### src/rtl/mc_control_fsm.sv
// Main control FSM for the multi-cycle MIPS-subset CPU: sequences fetch/decode/execute/
// memory/writeback and drives every datapath select and write enable.
module mc_control_fsm #(
  parameter int CNT_W = 32
) (
  input  logic             clk,
  input  logic             rst,
  input  logic [5:0]       opcode,
  input  logic [5:0]       funct,
  input  logic             zero,
  output logic             pc_we,
  output logic             i_or_d,
  output logic             mem_read,
  output logic             mem_write,
  output logic             ir_write,
  output logic             reg_write,
  output logic [1:0]       reg_dst,
  output logic [1:0]       mem_to_reg,
  output logic             alu_src_a,
  output logic [1:0]       alu_src_b,
  output logic             ext_zero,
  output logic [2:0]       alu_ctl,
  output logic [1:0]       pc_src,
  output logic             instr_done,
  output logic             illegal,
  output logic [3:0]       state,
  output logic [CNT_W-1:0] retired
);

  localparam logic [3:0] S_FETCH    = 4'd0;
  localparam logic [3:0] S_DECODE   = 4'd1;
  localparam logic [3:0] S_MEM_ADDR = 4'd2;
  localparam logic [3:0] S_MEM_RD   = 4'd3;
  localparam logic [3:0] S_MEM_WB   = 4'd4;
  localparam logic [3:0] S_MEM_WR   = 4'd5;
  localparam logic [3:0] S_R_EXEC   = 4'd6;
  localparam logic [3:0] S_R_WB     = 4'd7;
  localparam logic [3:0] S_BRANCH   = 4'd8;
  localparam logic [3:0] S_JUMP     = 4'd9;
  localparam logic [3:0] S_I_EXEC   = 4'd10;
  localparam logic [3:0] S_I_WB     = 4'd11;
  localparam logic [3:0] S_JAL      = 4'd12;
  localparam logic [3:0] S_JR       = 4'd13;

  localparam logic [5:0] OP_RTYPE = 6'h00;
  localparam logic [5:0] OP_J     = 6'h02;
  localparam logic [5:0] OP_JAL   = 6'h03;
  localparam logic [5:0] OP_BEQ   = 6'h04;
  localparam logic [5:0] OP_BNE   = 6'h05;
  localparam logic [5:0] OP_ADDI  = 6'h08;
  localparam logic [5:0] OP_ANDI  = 6'h0C;
  localparam logic [5:0] OP_ORI   = 6'h0D;
  localparam logic [5:0] OP_LW    = 6'h23;
  localparam logic [5:0] OP_SW    = 6'h2B;

  localparam logic [5:0] FN_JR  = 6'h08;
  localparam logic [5:0] FN_ADD = 6'h20;
  localparam logic [5:0] FN_SUB = 6'h22;
  localparam logic [5:0] FN_AND = 6'h24;
  localparam logic [5:0] FN_OR  = 6'h25;
  localparam logic [5:0] FN_SLT = 6'h2A;

  localparam logic [2:0] ALU_ADD = 3'b010;
  localparam logic [2:0] ALU_SUB = 3'b110;
  localparam logic [2:0] ALU_AND = 3'b000;
  localparam logic [2:0] ALU_OR  = 3'b001;
  localparam logic [2:0] ALU_SLT = 3'b111;

  localparam logic [CNT_W-1:0] RETIRE_ONE = 1;

  logic [3:0] next_state;

  function automatic logic [2:0] r_alu(input logic [5:0] fn);
    case (fn)
      FN_SUB:  r_alu = ALU_SUB;
      FN_AND:  r_alu = ALU_AND;
      FN_OR:   r_alu = ALU_OR;
      FN_SLT:  r_alu = ALU_SLT;
      default: r_alu = ALU_ADD;
    endcase
  endfunction

  function automatic logic r_legal(input logic [5:0] fn);
    r_legal = (fn == FN_ADD) || (fn == FN_SUB) || (fn == FN_AND) ||
              (fn == FN_OR)  || (fn == FN_SLT);
  endfunction

  always_ff @(posedge clk) begin
    if (rst) begin
      state   <= S_FETCH;
      retired <= '0;
    end else begin
      state <= next_state;
      if (instr_done) retired <= retired + RETIRE_ONE;
    end
  end

  // Opcode/funct stay valid in the IR until the next FETCH, so later states re-decode them.
  always_comb begin
    next_state = S_FETCH;
    pc_we      = 1'b0;
    i_or_d     = 1'b0;
    mem_read   = 1'b0;
    mem_write  = 1'b0;
    ir_write   = 1'b0;
    reg_write  = 1'b0;
    reg_dst    = 2'd0;
    mem_to_reg = 2'd0;
    alu_src_a  = 1'b0;
    alu_src_b  = 2'd0;
    ext_zero   = 1'b0;
    alu_ctl    = 3'b000;
    pc_src     = 2'd0;
    instr_done = 1'b0;
    illegal    = 1'b0;
    case (state)
      S_FETCH: begin
        mem_read   = 1'b1;
        ir_write   = 1'b1;
        alu_src_b  = 2'd1;
        alu_ctl    = ALU_ADD;
        pc_we      = 1'b1;
        next_state = S_DECODE;
      end
      S_DECODE: begin
        alu_src_b = 2'd3;
        alu_ctl   = ALU_ADD;
        case (opcode)
          OP_LW, OP_SW:             next_state = S_MEM_ADDR;
          OP_BEQ, OP_BNE:           next_state = S_BRANCH;
          OP_J:                     next_state = S_JUMP;
          OP_JAL:                   next_state = S_JAL;
          OP_ADDI, OP_ANDI, OP_ORI: next_state = S_I_EXEC;
          OP_RTYPE: begin
            if (r_legal(funct))     next_state = S_R_EXEC;
            else if (funct == FN_JR) next_state = S_JR;
            else                    illegal    = 1'b1;
          end
          default:                  illegal    = 1'b1;
        endcase
      end
      S_MEM_ADDR: begin
        alu_src_a  = 1'b1;
        alu_src_b  = 2'd2;
        alu_ctl    = ALU_ADD;
        next_state = (opcode == OP_LW) ? S_MEM_RD : S_MEM_WR;
      end
      S_MEM_RD: begin
        mem_read   = 1'b1;
        i_or_d     = 1'b1;
        next_state = S_MEM_WB;
      end
      S_MEM_WB: begin
        reg_write  = 1'b1;
        mem_to_reg = 2'd1;
        instr_done = 1'b1;
      end
      S_MEM_WR: begin
        mem_write  = 1'b1;
        i_or_d     = 1'b1;
        instr_done = 1'b1;
      end
      S_R_EXEC: begin
        alu_src_a  = 1'b1;
        alu_ctl    = r_alu(funct);
        next_state = S_R_WB;
      end
      S_R_WB: begin
        reg_write  = 1'b1;
        reg_dst    = 2'd1;
        alu_ctl    = r_alu(funct);
        instr_done = 1'b1;
      end
      S_I_EXEC, S_I_WB: begin
        if (state == S_I_EXEC) begin
          alu_src_a  = 1'b1;
          alu_src_b  = 2'd2;
          next_state = S_I_WB;
        end else begin
          reg_write  = 1'b1;
          instr_done = 1'b1;
        end
        case (opcode)
          OP_ANDI: begin alu_ctl = ALU_AND; ext_zero = 1'b1; end
          OP_ORI:  begin alu_ctl = ALU_OR;  ext_zero = 1'b1; end
          default: alu_ctl = ALU_ADD;
        endcase
      end
      S_BRANCH: begin
        alu_src_a  = 1'b1;
        alu_ctl    = ALU_SUB;
        pc_src     = 2'd1;
        pc_we      = (opcode == OP_BEQ) ? zero : ~zero;
        instr_done = 1'b1;
      end
      S_JUMP: begin
        pc_src     = 2'd2;
        pc_we      = 1'b1;
        instr_done = 1'b1;
      end
      S_JAL: begin
        pc_src     = 2'd2;
        pc_we      = 1'b1;
        reg_write  = 1'b1;
        reg_dst    = 2'd2;
        mem_to_reg = 2'd2;
        instr_done = 1'b1;
      end
      S_JR: begin
        alu_src_a  = 1'b1;
        pc_src     = 2'd3;
        pc_we      = 1'b1;
        instr_done = 1'b1;
      end
      default: next_state = S_FETCH;
    endcase
    // Reset silences the datapath immediately, abandoning any in-flight instruction.
    if (rst) begin
      pc_we      = 1'b0;
      i_or_d     = 1'b0;
      mem_read   = 1'b0;
      mem_write  = 1'b0;
      ir_write   = 1'b0;
      reg_write  = 1'b0;
      reg_dst    = 2'd0;
      mem_to_reg = 2'd0;
      alu_src_a  = 1'b0;
      alu_src_b  = 2'd0;
      ext_zero   = 1'b0;
      alu_ctl    = 3'b000;
      pc_src     = 2'd0;
      instr_done = 1'b0;
      illegal    = 1'b0;
    end
  end

endmodule

### config.mk
export PLATFORM = sky130hd
export DESIGN_NAME = mc_control_fsm
export DESIGN_NICKNAME = d
export VERILOG_FILES = /design/src/rtl/mc_control_fsm.sv
export SDC_FILE = /design/constraint.sdc
export NUM_CORES = 1
export LEC_CHECK = 0
export ABC_CLOCK_PERIOD_IN_PS = 3400
export CAP_MARGIN = 0
export CORE_UTILIZATION = 51
export CTS_CLUSTER_DIAMETER = 80
export DETAILED_ROUTE_END_ITERATION = 8
export GPL_ROUTABILITY_DRIVEN = 0
export GPL_TIMING_DRIVEN = 0
export PLACE_DENSITY = 0.87
export SLEW_MARGIN = 10
export SYNTH_ARGS = -nofsm -noshare
export SYNTH_HDL_FRONTEND = slang
export SYNTH_SLANG_ARGS = --single-unit
### constraint.sdc
create_clock -name clk -period 3.4 [get_ports clk]
set_input_delay 0.51 -clock clk [delete_from_list [all_inputs] [get_ports clk]]
set_output_delay 0.51 -clock clk [all_outputs]
set_load 0.005 [all_outputs]
### Word-level counts from Yosys, hierarchy flattened

Index checks and enable logic that the tools add are counted.

* bits in registers: 36
* latch bits: 0
* bits in writable memories: 0
* memory bits (read-only): 0
* input port bits: 15
* output and inout bits: 57
* word-level logic and storage cells: 99
* memories kept: 0

* add/subtract/negate cells: 1
* $mul: 0
* divide/modulo/power cells: 0
* $lt $le $gt $ge: 0
* eq/ne operators: 28
* shift-type cells: 0
* multiplexer cells: 46
* bitwise logic cells: 1
* reduce and logical (&&, ||, !) cells: 21

Operators by type and width (number)
* one-hot mux 4 bit (6 select lines): 2
* equality test 6 bit (second input constant): 7
* adder 32 x 1 -> 32 bit (second input constant): 1
* equality test 4 bit (second input constant): 6
* equality test 6 x 4 -> 1 bit (second input constant): 4
* one-hot mux 3 bit (4 select lines): 2
* 2-to-1 mux 1 bit: 22
* equality test 4 x 3 -> 1 bit (second input constant): 4
* OR reduction 2 bit: 8
* equality test 6 x 2 -> 1 bit (second input constant): 2
* equality test 6 x 3 -> 1 bit (second input constant): 2
* 2-to-1 mux 4 bit: 3
* one-hot mux 2 bit (2 select lines): 3
* 2-to-1 mux 2 bit: 5
* one-hot mux 1 bit (2 select lines): 5
* OR reduction 3 bit: 3
* OR reduction 9 bit: 1
* equality test 4 x 2 -> 1 bit (second input constant): 2
* one-hot mux 2 bit (4 select lines): 1
* OR reduction 4 bit: 2
* OR reduction 7 bit: 1
* logical NOT 6 bit: 1
* 2-to-1 mux 3 bit: 2
* one-hot mux 2 bit (3 select lines): 1
* 4 further kinds: 7

### Depth between registers and ports, before layout

* depth after elaboration: 9
* gate-level depth with buffers: 7

### Worst setup path after synthesis

No wires, ideal clock.

* path kind: in2out
* from: input port funct[3]
* to: output port illegal
* data arrival time: 1.515 ns
* data required time: 2.890 ns
* setup slack: 1.375 ns
* stages: 5
* buffers on the path: 0
* cells stage by stage: nor2b_1 > and3_1 > o21a_1 > o311ai_0 > nor3b_1

* cells in the longest elaborated chain, start to end: 9
* elaborated cells on any way between the ends: 15

RTL lines
* start: declaration: RTL line 9 `input logic [5:0] funct,`
* equality test 6 bit: RTL line 84 `r_legal = (fn == FN_ADD) || (fn == FN_SUB) || (fn == FN_AND) ||`
* logical OR 1 bit (3 in a row): RTL line 84
* logical OR 1 bit: RTL line 85 `(fn == FN_OR) || (fn == FN_SLT);`
* 2-to-1 mux 1 bit (*): RTL line 135 `if (r_legal(funct)) next_state = S_R_EXEC;`
* one-hot mux 1 bit (2 select lines) (*): RTL line 128 `case (opcode)`
* 2-to-1 mux 1 bit (*): RTL line 116 `case (state)`
* 2-to-1 mux 1 bit (*): RTL line 218 `if (rst) begin`
* end: declaration: RTL line 25 `output logic illegal,`

Every way passes the cells marked *; elsewhere a longest branch is shown, timed or not.

### Final worst setup path

* from: input port funct[1]
* to: output port illegal

Same word-level chain as after synthesis.

==> flow_summary_export.csv <==
group,metric,value,unit
yosys,synth_seq_cells,36,
detailed_routing,vias_per_cell,5.95,
detailed_routing,routedWlPerCell,14.6,um
job,maxCapViolations,0,
cells_and_area,nets,399,
cts,post_cts_resized,0,
timing,hold_viol,0,
worst_setup_path,crit_fanout,5,
cts,cts_tree,"done",
worst_setup_path,slowest_stage,"clkdlybuf4s50_1",
worst_setup_path,r2r-end,"retired[28]$_SDFFE_PP0P_",
timing,rsz0062_at_grt,"no",
min_path,whs_path_depth,1,
worst_setup_path,crit_end,"illegal",
cells_and_area,fill_cells,375,
cts,ctsHoldBuffers,0,
worst_setup_path,crit_cells,7,
yosys,synth_most_common_cell,"nor2_1",
cells_and_area,final_cells,436,
cells_and_area,final_area,3150,um^2
yosys,netlist_instances,307,
placed_design,dp_cells,428,
yosys,yosysTopAreaCell,"dfxtp_1",
floorplanning,boundaryPins,72,
global_routing,grt_pass1_vias,2373,
floorplanning,row_count,24,
placed_design,place.port_buffers,69,
detailed_routing,drt-total-wl,6350,um
global_routing,grt_usage,26.8,%
yosys,yosys.area_share.simple,37.7,%
timing,min_period,3.17,ns
global_routing,globalRouteOverflowTotal,0,
worst_setup_path,ff2ff_setup_slack,1.26,ns
yosys,ys_warn_count,0,
worst_setup_path,cp.required,2.89,ns
yosys,async_flop_share,0,%
floorplanning,die_area,4800,um^2
timing,maxSlewViolCount,0,
floorplanning,fp.dieH,69.3,um
yosys,synth_adder_area_share,0.976,%
cells_and_area,drive_gt1_share,3.65,%
yosys,synth_mux_area_share,0.434,%
cts,clk_pin_slew,0.07,ns
placed_design,place_ws,0.232,ns
cells_and_area,area_growth,36.4,%
power,power_frac_clock,37.2,%
worst_setup_path,regToRegStartpoint,"state[2]$_SDFF_PP0_",
yosys,ys_types,50,
global_routing,antenna_found_initial,0,
timing,whs,0.516,ns
yosys,synth_edf_count,0,
detailed_routing,via_count,2594,
worst_setup_path,cp-end-kind,"output pin",
worst_setup_path,startpoint,"funct[1]",
worst_setup_path,cp_num_buf_inv,2,
yosys,synthTopCellsByArea,"dfxtp_1 31%, nor2_1 6.5%, xnor2_1 5.7%",
cells_and_area,final_core_util,72.3,%
timing,tns,0,ns
detailed_routing,drc_errors,0,
detailed_routing,firstDrtPassIters,5,
placed_design,place_hpwl,4720,um
yosys,synth_nets,323,
power,p_int,0.608,mW
power,p_sw_share,24.9,%
worst_setup_path,rr_worst_depth,6,
cts,clock_latency,0.29,ns
floorplanning,initial_core_util,53.0,%
yosys,synth_compound_area_share,17.0,%
yosys,synthFlopType,"dfxtp_1",
power,power.total,0.810,mW
yosys,ys_top_cells_by_count,"40 x nor2_1, 36 x dfxtp_1, 22 x nand2_1",
power,power_frac_seq,52.5,%
cts,clockRootBuffer,"clkbuf_8",
worst_setup_path,cp_cell_sequence,"clkdlybuf4s50_1 -> nor2b_1 -> and3_1 -> o21a_1 -> o311ai_0 -> nor3b_1 -> clkdlybuf4s50_1",
detailed_routing,postRouteAntennaNets,0,
worst_setup_path,startpoint_type,"primary input",
worst_setup_path,critical_path.top_delay_family,"buffers and inverters",
worst_setup_path,crit_top_cell,"clkdlybuf4s50_1",
power,leakage,1.02,nW
floorplanning,core,4350,um^2
detailed_routing,drtIter0Drc,193,
timing,skew,0.00652,ns
timing,setup_viol,0,
floorplanning,die_x,69.3,um
yosys,synth_top_family_by_area,"simple AND/OR/NAND/NOR gates",
power,combinationalPowerShare,10.3,%
timing,clock.fmax,315,MHz
power,peakVddDrop,0.000219,V
yosys,netlist_area,2310,um^2
min_path,hold_class,"flop to flop",
global_routing,grt_max_degree,12,
yosys,syn_area_per_cell,7.52,um^2
cts,cts_sinks,36,
worst_setup_path,max_stage_delay,0.54,ns
yosys,ys_seq_area_share,31.2,%
timing,period_share,93.4,%
run_status,outcome,"finished, final reports clean",
cells_and_area,diodes,0,
timing,setup_slack,0.225,ns
power,power_switching,0.201,mW
yosys,synth_xor_area_share,8.35,%
cts,post_cts_buffers,0,
global_routing,grt_pass1_wl,10700,um
cts,cts_buffers,5,
timing,tightest_slew,0.610,ns
power,p_per_area,257,nW/um^2
cts,h-tree-depth,2,
worst_setup_path,crit_type,"primary input to output pin",
worst_setup_path,worstPathArrival,2.66,ns
timing,slew-limit-headroom,58.2,%
yosys,synth.top_cell.area_share,31.2,%
placed_design,place_area,3060,um^2
cts,cts.path.max_buffers,2,
flip-flops by register name, summed over array words and instances, names as in the netlist:
| register | count |
|---|---|
| state | 4 |
| retired | 32 |
worst min path at each step:
| stage | from | end | slack [ns] |
|---|---|---|---|
| 2_1_floorplan | retired[31]$_SDFFE_PP0P_ | retired[31]$_SDFFE_PP0P_ | 0.47 |
| 3_3_place_gp | retired[31]$_SDFFE_PP0P_ | retired[31]$_SDFFE_PP0P_ | 0.46 |
| 3_5_place_dp | retired[30]$_SDFFE_PP0P_ | retired[30]$_SDFFE_PP0P_ | 0.51 |
| 4_1_cts | retired[30]$_SDFFE_PP0P_ | retired[30]$_SDFFE_PP0P_ | 0.52 |
| 5_1_grt | retired[31]$_SDFFE_PP0P_ | retired[31]$_SDFFE_PP0P_ | 0.53 |
| 6_report | retired[31]$_SDFFE_PP0P_ | retired[31]$_SDFFE_PP0P_ | 0.52 |
cell type report:
class	count	area [um^2]	share of cell area, %
inverter	7	26.3	0.835
buffer	17	72.6	2.31
clock inverter	1	8.76	0.278
tap	52	65.1	2.07
sequential	36	721	22.9
clock buffer	7	76.3	2.42
multi-input combinational	247	1490	47.3
timing repair buffer	69	691	21.9
per-layer routing:
| layer | vias up | routed length (um) | global-route usage (%) |
|---|---|---|---|
| li1 | 1276 | - | - |
| met1 | 1229 | 2910 | 33.8 |
| met2 | 80 | 3020 | 46.7 |
| met3 | 9 | 337 | 5.23 |
| met4 | 0 | 76 | 6.80 |
| met5 | - | 0 | 0 |
worst reg2reg max path, cell delays in order, from the launching register on:
cell and delay [ns]:
dfxtp_1 0.52, nor2_2 0.16, a2111oi_4 0.52, nand4_2 0.20
buf_6 0.18, or3_1 0.34, a21oi_1 0.16
cell usage in the layout (no fill, tap or decap), drive strengths merged, types with 7 or more instances in the layout:
cell type	count
inv	7
xnor2	15
xor2	7
nand3	13
nor2b	10
and4	7
nor3	14
dfxtp	36
and3	7
nor2	41
clkdlybuf4s50	69
nand2	22
nand4	14
or3	9
a21oi	21
clkbuf	21
o21ai	15
power groups by stage:
stage          clock (mW)  combinational, mW  sequential, mW
4_1_cts             0.310             0.0830           0.425
2_1_floorplan           0             0.0411           0.434
5_1_grt             0.327             0.0914           0.425
6_report            0.301             0.0835           0.425
3_5_place_dp            0             0.0826           0.435
3_3_place_gp            0             0.0818           0.434
cell families (layout without fill, tap and decap cells):
logic type	count (synthesis)	in the layout
fa+ha+maj	2	2
mux	1	1
simple gates	162	162
xor+xnor	22	22
flops	36	36
buf+inv	24	101
compound gates	60	60
(Power assumes the default switching activity.)
